==> src/rtl/perf_region_pkg.sv <==
`default_nettype none
// ============================================================================
// Module  : perf_region_pkg
// Brief   : Register map, CTRL field positions and FSM encoding shared by the
//           performance-region profiler.
// Rev     : 1.0  initial release
// ============================================================================
package perf_region_pkg;

    localparam logic [7:0] c_ctrl_off      = 8'h00;
    localparam logic [7:0] c_ovf_off       = 8'h04;
    localparam logic [7:0] c_clear_off     = 8'h08;
    localparam logic [7:0] c_region_base   = 8'h10;
    localparam logic [7:0] c_region_stride = 8'h10;

    localparam int c_ctrl_start_bit  = 0;
    localparam int c_ctrl_stop_bit   = 1;
    localparam int c_ctrl_region_lsb = 4;
    localparam int c_ctrl_region_w   = 3;

    // Word selectors inside one region's 16-byte window
    localparam logic [1:0] c_reg_cyc_lo  = 2'd0;
    localparam logic [1:0] c_reg_cyc_hi  = 2'd1;
    localparam logic [1:0] c_reg_instr   = 2'd2;
    localparam logic [1:0] c_reg_entries = 2'd3;

    typedef enum logic [0:0] {
        ST_IDLE = 1'b0,
        ST_RUN  = 1'b1
    } state_e;

endpackage
`default_nettype wire

==> src/rtl/perf_region_counter.sv <==
`default_nettype none
// ============================================================================
// Module  : perf_region_counter
// Brief   : Cycle / retired-instruction / entry accumulators and sticky
//           overflow flag for a single profiled region.
// Rev     : 1.0  initial release
// ============================================================================
module perf_region_counter #(
    parameter int CYCLE_CNT_WIDTH = 64
) (
    input  logic                       clk,
    input  logic                       rst_n,
    input  logic                       i_inc_cyc,
    input  logic                       i_inc_instr,
    input  logic                       i_inc_entry,
    input  logic                       i_clear,
    input  logic                       i_ovf_clr,
    output logic [CYCLE_CNT_WIDTH-1:0] o_cycles,
    output logic [31:0]                o_instr,
    output logic [31:0]                o_entries,
    output logic                       o_ovf
);

    logic [CYCLE_CNT_WIDTH-1:0] r_cycles;
    logic [31:0]                r_instr;
    logic [31:0]                r_entries;
    logic                       r_ovf;
    logic                       w_wrap;

    assign w_wrap = (i_inc_cyc   && (&r_cycles))
                 || (i_inc_instr && (&r_instr))
                 || (i_inc_entry && (&r_entries));

    // Clear dominates every increment; a wrap beats a same-cycle ovf clear
    always_ff @(posedge clk or negedge rst_n) begin
        if (!rst_n) begin
            r_cycles  <= '0;
            r_instr   <= '0;
            r_entries <= '0;
            r_ovf     <= 1'b0;
        end else if (i_clear) begin
            r_cycles  <= '0;
            r_instr   <= '0;
            r_entries <= '0;
            r_ovf     <= 1'b0;
        end else begin
            if (i_inc_cyc)   r_cycles  <= r_cycles + CYCLE_CNT_WIDTH'(1);
            if (i_inc_instr) r_instr   <= r_instr + 32'd1;
            if (i_inc_entry) r_entries <= r_entries + 32'd1;
            if (w_wrap)         r_ovf <= 1'b1;
            else if (i_ovf_clr) r_ovf <= 1'b0;
        end
    end

    assign o_cycles  = r_cycles;
    assign o_instr   = r_instr;
    assign o_entries = r_entries;
    assign o_ovf     = r_ovf;

endmodule
`default_nettype wire

==> src/rtl/perf_region_ctrl.sv <==
`default_nettype none
// ============================================================================
// Module  : perf_region_ctrl
// Brief   : Bus-mapped code-region profiler; firmware opens/closes regions and
//           reads back per-region cycle, instruction and entry counts.
// Rev     : 1.0  initial release
// ============================================================================
module perf_region_ctrl
    import perf_region_pkg::*;
#(
    parameter int NUM_REGIONS     = 4,
    parameter int CYCLE_CNT_WIDTH = 64
) (
    input  logic        clk_i,
    input  logic        rst_ni,
    input  logic        req_i,
    input  logic        we_i,
    input  logic [3:0]  be_i,
    input  logic [31:0] addr_i,
    input  logic [31:0] wdata_i,
    output logic        rvalid_o,
    output logic [31:0] rdata_o,
    input  logic        instret_i,
    output logic        busy_o
);

    localparam int c_hi_w = CYCLE_CNT_WIDTH - 32;

    logic                       w_wr_ok;
    logic                       w_rd;
    logic                       w_hit_ctrl;
    logic                       w_hit_ovf;
    logic                       w_hit_clear;
    logic                       w_hit_region;
    logic [7:0]                 w_rel;
    logic [3:0]                 w_idx;
    logic [1:0]                 w_sel;
    logic [2:0]                 w_region;
    logic                       w_start;
    logic                       w_stop;
    logic                       w_region_ok;
    logic                       w_start_ok;
    logic                       w_clear;
    logic                       w_counting;
    logic                       w_hi_load;
    logic [c_hi_w-1:0]          w_hi_next;
    logic [31:0]                w_rdata;
    logic                       w_unused;

    logic [CYCLE_CNT_WIDTH-1:0] w_cycles  [NUM_REGIONS];
    logic [31:0]                w_instr   [NUM_REGIONS];
    logic [31:0]                w_entries [NUM_REGIONS];
    logic [NUM_REGIONS-1:0]     w_ovf;
    logic [NUM_REGIONS-1:0]     w_inc_cyc;
    logic [NUM_REGIONS-1:0]     w_inc_instr;
    logic [NUM_REGIONS-1:0]     w_inc_entry;
    logic [NUM_REGIONS-1:0]     w_ovf_clr;

    state_e                     r_state;
    logic [2:0]                 r_active;
    logic                       r_rvalid;
    logic [31:0]                r_rdata;
    logic [c_hi_w-1:0]          r_cyc_hi;

    assign w_wr_ok     = req_i && we_i && (be_i == 4'hF);
    assign w_rd        = req_i && !we_i;
    assign w_hit_ctrl  = (addr_i[7:2] == c_ctrl_off[7:2]);
    assign w_hit_ovf   = (addr_i[7:2] == c_ovf_off[7:2]);
    assign w_hit_clear = (addr_i[7:2] == c_clear_off[7:2]);

    assign w_rel        = addr_i[7:0] - c_region_base;
    assign w_idx        = 4'(w_rel / c_region_stride);
    assign w_sel        = w_rel[3:2];
    assign w_hit_region = (addr_i[7:0] >= c_region_base) && (w_idx < 4'(NUM_REGIONS));

    assign w_region    = wdata_i[c_ctrl_region_lsb +: c_ctrl_region_w];
    assign w_start     = w_wr_ok && w_hit_ctrl && wdata_i[c_ctrl_start_bit];
    assign w_stop      = w_wr_ok && w_hit_ctrl && wdata_i[c_ctrl_stop_bit];
    assign w_region_ok = ({1'b0, w_region} < 4'(NUM_REGIONS));
    assign w_start_ok  = w_start && !w_stop && w_region_ok;
    assign w_clear     = w_wr_ok && w_hit_clear;

    // A region switch leaves a one-cycle gap; a STOP cycle is still counted
    assign w_counting  = (r_state == ST_RUN) && !w_start_ok;

    for (genvar r = 0; r < NUM_REGIONS; r++) begin : g_region
        assign w_inc_cyc[r]   = w_counting && (r_active == 3'(r));
        assign w_inc_instr[r] = w_inc_cyc[r] && instret_i;
        assign w_inc_entry[r] = w_start_ok && (w_region == 3'(r));
        assign w_ovf_clr[r]   = w_wr_ok && w_hit_ovf && wdata_i[r];

        perf_region_counter #(
            .CYCLE_CNT_WIDTH (CYCLE_CNT_WIDTH)
        ) u_counter (
            .clk         (clk_i),
            .rst_n       (rst_ni),
            .i_inc_cyc   (w_inc_cyc[r]),
            .i_inc_instr (w_inc_instr[r]),
            .i_inc_entry (w_inc_entry[r]),
            .i_clear     (w_clear),
            .i_ovf_clr   (w_ovf_clr[r]),
            .o_cycles    (w_cycles[r]),
            .o_instr     (w_instr[r]),
            .o_entries   (w_entries[r]),
            .o_ovf       (w_ovf[r])
        );
    end

    assign w_hi_load = w_rd && w_hit_region && (w_sel == c_reg_cyc_lo);

    always_comb begin
        w_rdata   = '0;
        w_hi_next = '0;
        if (w_hit_ctrl) begin
            w_rdata[c_ctrl_start_bit]                          = (r_state == ST_RUN);
            w_rdata[c_ctrl_region_lsb +: c_ctrl_region_w]      = r_active;
        end else if (w_hit_ovf) begin
            w_rdata = 32'(w_ovf);
        end else if (w_hit_region) begin
            for (int r = 0; r < NUM_REGIONS; r++) begin
                if (w_idx == 4'(r)) begin
                    w_hi_next = w_cycles[r][CYCLE_CNT_WIDTH-1:32];
                    case (w_sel)
                        c_reg_cyc_lo:  w_rdata = w_cycles[r][31:0];
                        c_reg_cyc_hi:  w_rdata = 32'(r_cyc_hi);
                        c_reg_instr:   w_rdata = w_instr[r];
                        c_reg_entries: w_rdata = w_entries[r];
                        default:       w_rdata = '0;
                    endcase
                end
            end
        end
    end

    always_ff @(posedge clk_i or negedge rst_ni) begin
        if (!rst_ni) begin
            r_state  <= ST_IDLE;
            r_active <= '0;
            r_rvalid <= 1'b0;
            r_rdata  <= '0;
            r_cyc_hi <= '0;
        end else begin
            r_rvalid <= req_i;
            if (req_i) r_rdata <= w_rd ? w_rdata : 32'h0;
            if (w_hi_load) r_cyc_hi <= w_hi_next;

            if (w_clear) begin
                r_state  <= ST_IDLE;
                r_active <= '0;
            end else if (w_stop) begin
                r_state  <= ST_IDLE;
            end else if (w_start_ok) begin
                r_state  <= ST_RUN;
                r_active <= w_region;
            end
        end
    end

    assign rvalid_o = r_rvalid;
    assign rdata_o  = r_rdata;
    assign busy_o   = (r_state == ST_RUN);

    assign w_unused = ^{addr_i[31:8], wdata_i, w_rel[1:0]};

endmodule
`default_nettype wire

==> config.mk <==
export PLATFORM = sky130hd
export DESIGN_NAME = perf_region_ctrl
export DESIGN_NICKNAME = d
export VERILOG_FILES = /design/src/rtl/perf_region_pkg.sv /design/src/rtl/perf_region_counter.sv /design/src/rtl/perf_region_ctrl.sv
export SDC_FILE = /design/constraint.sdc
export NUM_CORES = 2
export LEC_CHECK = 0
export ABC_AREA = 1
export CAP_MARGIN = 15
export CORE_MARGIN = 5
export CORE_UTILIZATION = 37
export DETAILED_ROUTE_END_ITERATION = 10
export PLACE_DENSITY = 0.55
export SLEW_MARGIN = 20
export SYNTH_ARGS = -nofsm -noshare
export SYNTH_HDL_FRONTEND = slang
export SYNTH_SLANG_ARGS = --single-unit
==> constraint.sdc <==
create_clock -name clk_i -period 2.66 [get_ports clk_i]
set_input_delay 0.266 -clock clk_i [delete_from_list [all_inputs] [get_ports clk_i]]
set_output_delay 0.266 -clock clk_i [all_outputs]
set_load 0.005 [all_outputs]
**After elaboration in Yosys (flattened, before gate mapping)**

Index checks and enable logic that the tools add are counted.

- Bits in registers: 585
- Latch bits: 0
- Memory bits (writable): 0
- Bits in read-only memories: 0
- Word-level logic and storage cells: 206
- Memories kept: 0

- Add/sub/neg operators: 13
- $mul: 0
- Div/mod/pow operators: 0
- $lt $le $gt $ge: 3
- Equality and inequality tests: 16
- Shift operators: 0
- Muxes and demuxes: 64
- Bitwise logic cells: 0
- Reductions and logical operators: 89

Operator list:

| operator | count |
|---|---|
| $mux W32 | 30 |
| $mux W64 | 8 |
| $pmux W32 S4 | 4 |
| $add A32 B1 Y32 const B | 8 |
| $add A64 B1 Y64 const B | 4 |
| $reduce_and A32 Y1 | 8 |
| $reduce_and A64 Y1 | 4 |
| $logic_and A1 B1 Y1 | 42 |
| $reduce_bool A2 Y1 | 13 |
| $mux W25 | 1 |
| $mux W1 | 16 |
| $mux W3 | 5 |
| $reduce_bool A3 Y1 | 5 |
| $eq A3 B2 Y1 const B | 4 |
| $eq A4 B2 Y1 const B | 2 |
| $ge A8 B5 Y1 const B | 1 |
| $logic_or A1 B1 Y1 | 8 |
| $sub A8 B5 Y8 const B | 1 |
| $eq A3 B1 Y1 const B | 2 |
| $eq A6 B1 Y1 const B | 1 |
| $eq A6 B2 Y1 const B | 1 |
| $logic_not A3 Y1 | 2 |
| $logic_not A6 Y1 | 1 |
| $eq A2 B2 Y1 const B | 2 |
| 10 further kinds | 12 |

**Longest topological paths before layout**

- Depth after elaboration: 16
- Mapped depth: 14
- Mapped depth without buffers: 13

**By module**

A second synthesis with hierarchy kept.

- Cells, all modules: 5,929
- Area, all modules: 39,029.9 µm²

Modules (own cells, without submodules):

| module | instances | cells each | area each (µm²) |
|---|---|---|---|
| perf_region_counter | 4 | 1,182 | 7,985.2 |
| perf_region_ctrl | 1 | 1,201 | 7,089.3 |

**Worst setup path after synthesis**

OpenSTA, ideal clock, no wires.

- Path kind: register -> register
- Start: register g_region[2].u_counter.r_cycles[0]
- End: register g_region[2].u_counter.r_cycles[28]
- Setup time: 0.132 ns
- Arrival time: 1.778 ns
- Required time: 2.528 ns
- Setup slack: 0.750 ns
- Stages on the path, launching flop included: 10
- Path through: dfrtp_1 > ha_1 > nand2_1 > nor2_1 > inv_1 > nor2_1 > and3_1 > nand2_1 > nor3b_1 > a21oi_1

- Word-level cells in the longest chain between the ends: 3

RTL lines:

| what | line | source |
|---|---|---|
| from (decl) | perf_region_counter.sv:24 | `logic [CYCLE_CNT_WIDTH-1:0] r_cycles;` |
| from (signal assigned) | perf_region_counter.sv:47 | `if (i_inc_cyc) r_cycles <= r_cycles + CYCLE_CNT_WIDTH'(1);` |
| $add A64 B1 Y64 | perf_region_counter.sv:47 |  |
| $mux W64 | perf_region_counter.sv:47 |  |
| $mux W64 | perf_region_counter.sv:41 | `end else if (i_clear) begin` |

No other way between the ends. The select of a mux whose other input is x is not followed.
A chain may end at the register's enable or synchronous reset.

**Worst setup path in the final report**

- Start: register g_region[3].u_counter.r_instr[0]
- End: register g_region[3].u_counter.r_instr[16]

- Word-level cells in the longest chain between the ends: 3

RTL lines:

| what | line | source |
|---|---|---|
| from (decl) | perf_region_counter.sv:25 | `logic [31:0] r_instr;` |
| from (signal assigned) | perf_region_counter.sv:48 | `if (i_inc_instr) r_instr <= r_instr + 32'd1;` |
| $add A32 B1 Y32 | perf_region_counter.sv:48 |  |
| $mux W32 | perf_region_counter.sv:48 |  |
| $mux W32 | perf_region_counter.sv:41 |  |

No other way between the ends. The select of a mux whose other input is x is not followed.

==> impl_metrics.csv <==
group,metric,value,unit
run_status,status,"completed",
cells_and_area,area.growth.synth_to_final,20.94,%
setup_path,cp_max_fo,4,
synthesis,synthesis.area,40430,sq um
synthesis,ys_dominant_reg_cell,"dfrtp_1",
setup_path,setup.worst_path.class,"reg2reg",
timing,period_share,93.20,%
place,dpl.hpwl,167900,microns
setup_path,path_buf_inv,0,
route,wl,206800,microns
power_and_ir_drop,p_per_area,473.2,nW/um^2
setup_path,crit_slowest_cell,"dfrtp_1",
setup_path,start_kind,"flip-flop",
route,wl_per_cell,26.05,microns
timing,setup_violations,0,
cts,clock_latency,670,ps
synthesis,ys.warnings.count,0,
synthesis,synth_simple_gate_area_share,35.70,%
cells_and_area,mostFrequentLayoutCells,"nand2_1 (1562), nor2_1 (812), dfrtp_1 (585), inv_1 (580), o21ai_0 (519)",
route,drtIter0Drc,5425,
cts,ctsResizeCount,0,
setup_path,cp-end-kind,"flip-flop",
cts,cts_sinks,585,
route,drc,0,
cts,root_buffer,"clkbuf_16",
synthesis,syn-instance-count,6044,
synthesis,synth_mux_area_share,0,%
route,ant_nets,0,
floorplanning,row_count,121,
timing,finClkSkew,26.33,ps
synthesis,synth_fp_nets,6129,
cells_and_area,n_fill_cell,11430,
floorplanning,dieHeight,340.6,microns
synthesis,synth_xor_area_share,3.964,%
synthesis,ys_async_sr_fraction,100.0,%
power_and_ir_drop,total_power,23.14,mW
setup_path,cp_common_cell,"nand2_1",
cts,clk_path_buf_depth,3,
timing,final_max_slew_viol_count,0,
timing,rsz0062_at_grt,"no",
route,via_per_inst,5.791,
cells_and_area,layout.nets,6555,
route,via_count,45990,
grt,antenna_found_initial,11,
synthesis,yosysSeqAreaShare,36.21,%
cts,cts_made_buffers,75,
timing,hold_violations,0,
grt,grt_max_degree,83,
synthesis,synth_seq_cells,585,
setup_path,critPathTopFamily,"simple AND/OR/NAND/NOR gates",
power_and_ir_drop,p_leak,20.83,nW
hold_path,min_path_type,"in2async",
cts,post_cts_buffers,0,
cts,cts_tree,"yes",
floorplanning,start_util,37.19,%
grt,grt_usage,34.63,%
synthesis,synth-edff-count,0,
synthesis,synth.distinct_cells,57,
cts,clkSlewWorstSetupHoldPaths,60,ps
job,maxCapViolCount,0,
floorplanning,dieArea,116000,sq um
setup_path,cp-startpoint,"g_region[3].u_counter.o_instr[0]$_DFFE_PN0P_",
route,firstDrtPassIters,8,
grt,grt_pass1_vias,42670,
setup_path,r2r_setup_slack,180,ps
synthesis,synth_compound_area_share,15.85,%
grt,overflow,0,
place,io_buffer_count,55,
synthesis,synthAdderAreaFrac,0.3714,%
floorplanning,die_w,340.6,microns
setup_path,r2r-start,"g_region[3].u_counter.o_instr[0]$_DFFE_PN0P_",
place,gp_congestion,1.054,
timing,worstMarginPinSlew,898.0,ps
cells_and_area,final_common_cell,"nand2_1",
timing,slew-limit-headroom,39.50,%
cts,htree_num_levels,3,
power_and_ir_drop,irDropWorstVdd,424.7,uV
floorplanning,coreArea,108700,sq um
synthesis,syn_avg_cell_area,6.689,sq um
place,pre_cts_ws,-175.7,ps
setup_path,cp_cell_sequence,"ha_1 > nand2_1 > nor2_1 > nand2_1 > nor2_1 > nand2_1 > nor2_1 > nand2_1 > o21ai_0 > a21oi_1",
floorplanning,num_io_pins,107,
timing,clock.fmax,403.4,MHz
timing,setup_ws,181.0,ps
setup_path,arrival,3010,ps
cells_and_area,layout-drive-gt1-share,10.85,%
grt,grt_pass1_wl,298400,microns
synthesis,synth_top_family_by_area,"simple AND/OR/NAND/NOR gates",
setup_path,required,3190,ps
setup_path,worst_path_largest_cell_delay,440,ps
timing,finalCriticalPeriod,2479,ps
==> sequential cells by signal, indices dropped and copies added (netlist names) <==
| name | count |
|---|---|
| g_region.u_counter.o_cycles | 256 |
| g_region.u_counter.o_entries | 128 |
| g_region.u_counter.o_instr | 128 |
| r_cyc_hi | 32 |
| rdata_o | 32 |
| g_region.u_counter.o_ovf | 4 |
| r_active | 3 |
| busy_o | 1 |
| rvalid_o | 1 |
==> synth_stat cells, drive strengths merged, types with 3 or more instances <==
cell | instances | share of area (%)
nand2 | 1575 | 15
o21a | 12 | 0.22
o2111ai | 6 | 0.13
xnor2 | 25 | 0.54
xor2 | 158 | 3.4
a2bb2oi | 3 | 0.065
nor3b | 12 | 0.24
and2 | 4 | 0.062
nand4 | 276 | 4.4
clkinv | 3 | 0.028
o31ai | 117 | 2.2
nand3 | 301 | 3.8
nor4 | 21 | 0.32
nor2 | 836 | 8.1
o221ai | 45 | 0.97
dfrtp | 585 | 36
clkbuf | 108 | 1.0
and3 | 5 | 0.077
a21oi | 160 | 2.0
a211oi | 14 | 0.26
buf | 104 | 1.3
inv | 603 | 5.6
o211ai | 61 | 1.1
ha | 12 | 0.37
or2 | 8 | 0.12
nor3 | 289 | 3.7
a32oi | 3 | 0.065
o22ai | 64 | 0.99
o21ai | 580 | 7.2
a31oi | 33 | 0.51
nand3b | 13 | 0.24
==> worst paths after layout <==
kind,end,depth (start not counted)
max in group asynchronous,g_region[3].u_counter.o_instr[2]$_DFFE_PN0P_,4
setup reg to reg,g_region[3].u_counter.o_instr[16]$_DFFE_PN0P_,10
setup / recovery,g_region[3].u_counter.o_instr[16]$_DFFE_PN0P_,10
min in group clk_i,rvalid_o$_DFF_PN0_,1
hold reg to reg,g_region[2].u_counter.o_instr[20]$_DFFE_PN0P_,2
hold / removal,g_region[2].u_counter.o_instr[24]$_DFFE_PN0P_,2
==> worst reg2reg max path: cells and delay by family, from the launching register on <==
kind,cells,cell delay [ps]
AND/OR/NAND/NOR,7,1420
flip-flops,1,440
adder cells (fa/ha/maj),1,280
AO/OA/AOI/OAI,2,230
==> metrics by stage <==
stage          TNS (ps)  hold slack [ps]  cell area [sq um]  std cells  utilization [%]
2_1_floorplan         0           -29.59              40430       6044                -
5_1_grt               0            116.3              48890       7940            44.98
6_report              0            116.3              48900       7941            44.98
4_1_cts               0            93.63              48890       7940            44.98
3_5_place_dp      -4831            218.6              46400       7806            42.69
3_3_place_gp      -8441            218.1              46400       7806            42.69
==> metal layers <==
| layer | vias to the layer above | track usage, % | share of wire (%) |
|---|---|---|---|
| met4 | 10 | 16.25 | 5.7 |
| met5 | - | 0 | 0.024 |
| met3 | 437 | 7.899 | 9.4 |
| met2 | 2203 | 50.09 | 41 |
| li1 | 21250 | - | - |
| met1 | 22090 | 48.97 | 44 |
==> logic make-up (layout without fill, tap and decap cells) <==
family	count (synthesis)	count (layout)
AOI/OAI and AO/OA	1106	1106
xor gates and xnor gates	183	183
adders and majority gates	12	12
buffers and inverters	818	1300
DFF	585	585
other	0	1
and+or+nand+nor	3340	3340
==> power by group <==
| part | internal (mW) | total, mW | leakage, nW | switching (mW) |
|---|---|---|---|---|
| logic | 0.889 | 2.78 | 12.8 | 1.89 |
| clock network | 6.21 | 10.6 | 1.23 | 4.42 |
| registers | 9.25 | 9.73 | 6.77 | 0.487 |
| total | 16.3 | 23.1 | 20.8 | 6.79 |
==> cell type report <==
cell class / count / area (sq um) / area share, %
clock buffers: 107 / 2188 / 4.476
inverters: 606 / 2282 / 4.667
clock inverters: 26 / 290.3 / 0.5937
repair buffers: 561 / 5095 / 10.42
well taps: 1414 / 1769 / 3.618
multi-input cells: 4641 / 22630 / 46.28
diodes: 1 / 2.502 / 0.005118
flip-flops and latches: 585 / 14640 / 29.94
==> repair_timing <==
action | 4_1_cts | 5_1_grt
hold buffers | 1 | 0
hold endpoints to repair | 263 | 0
endpoints found under the setup margin | 0 | 0
Power figures use the tool's default switching activity.
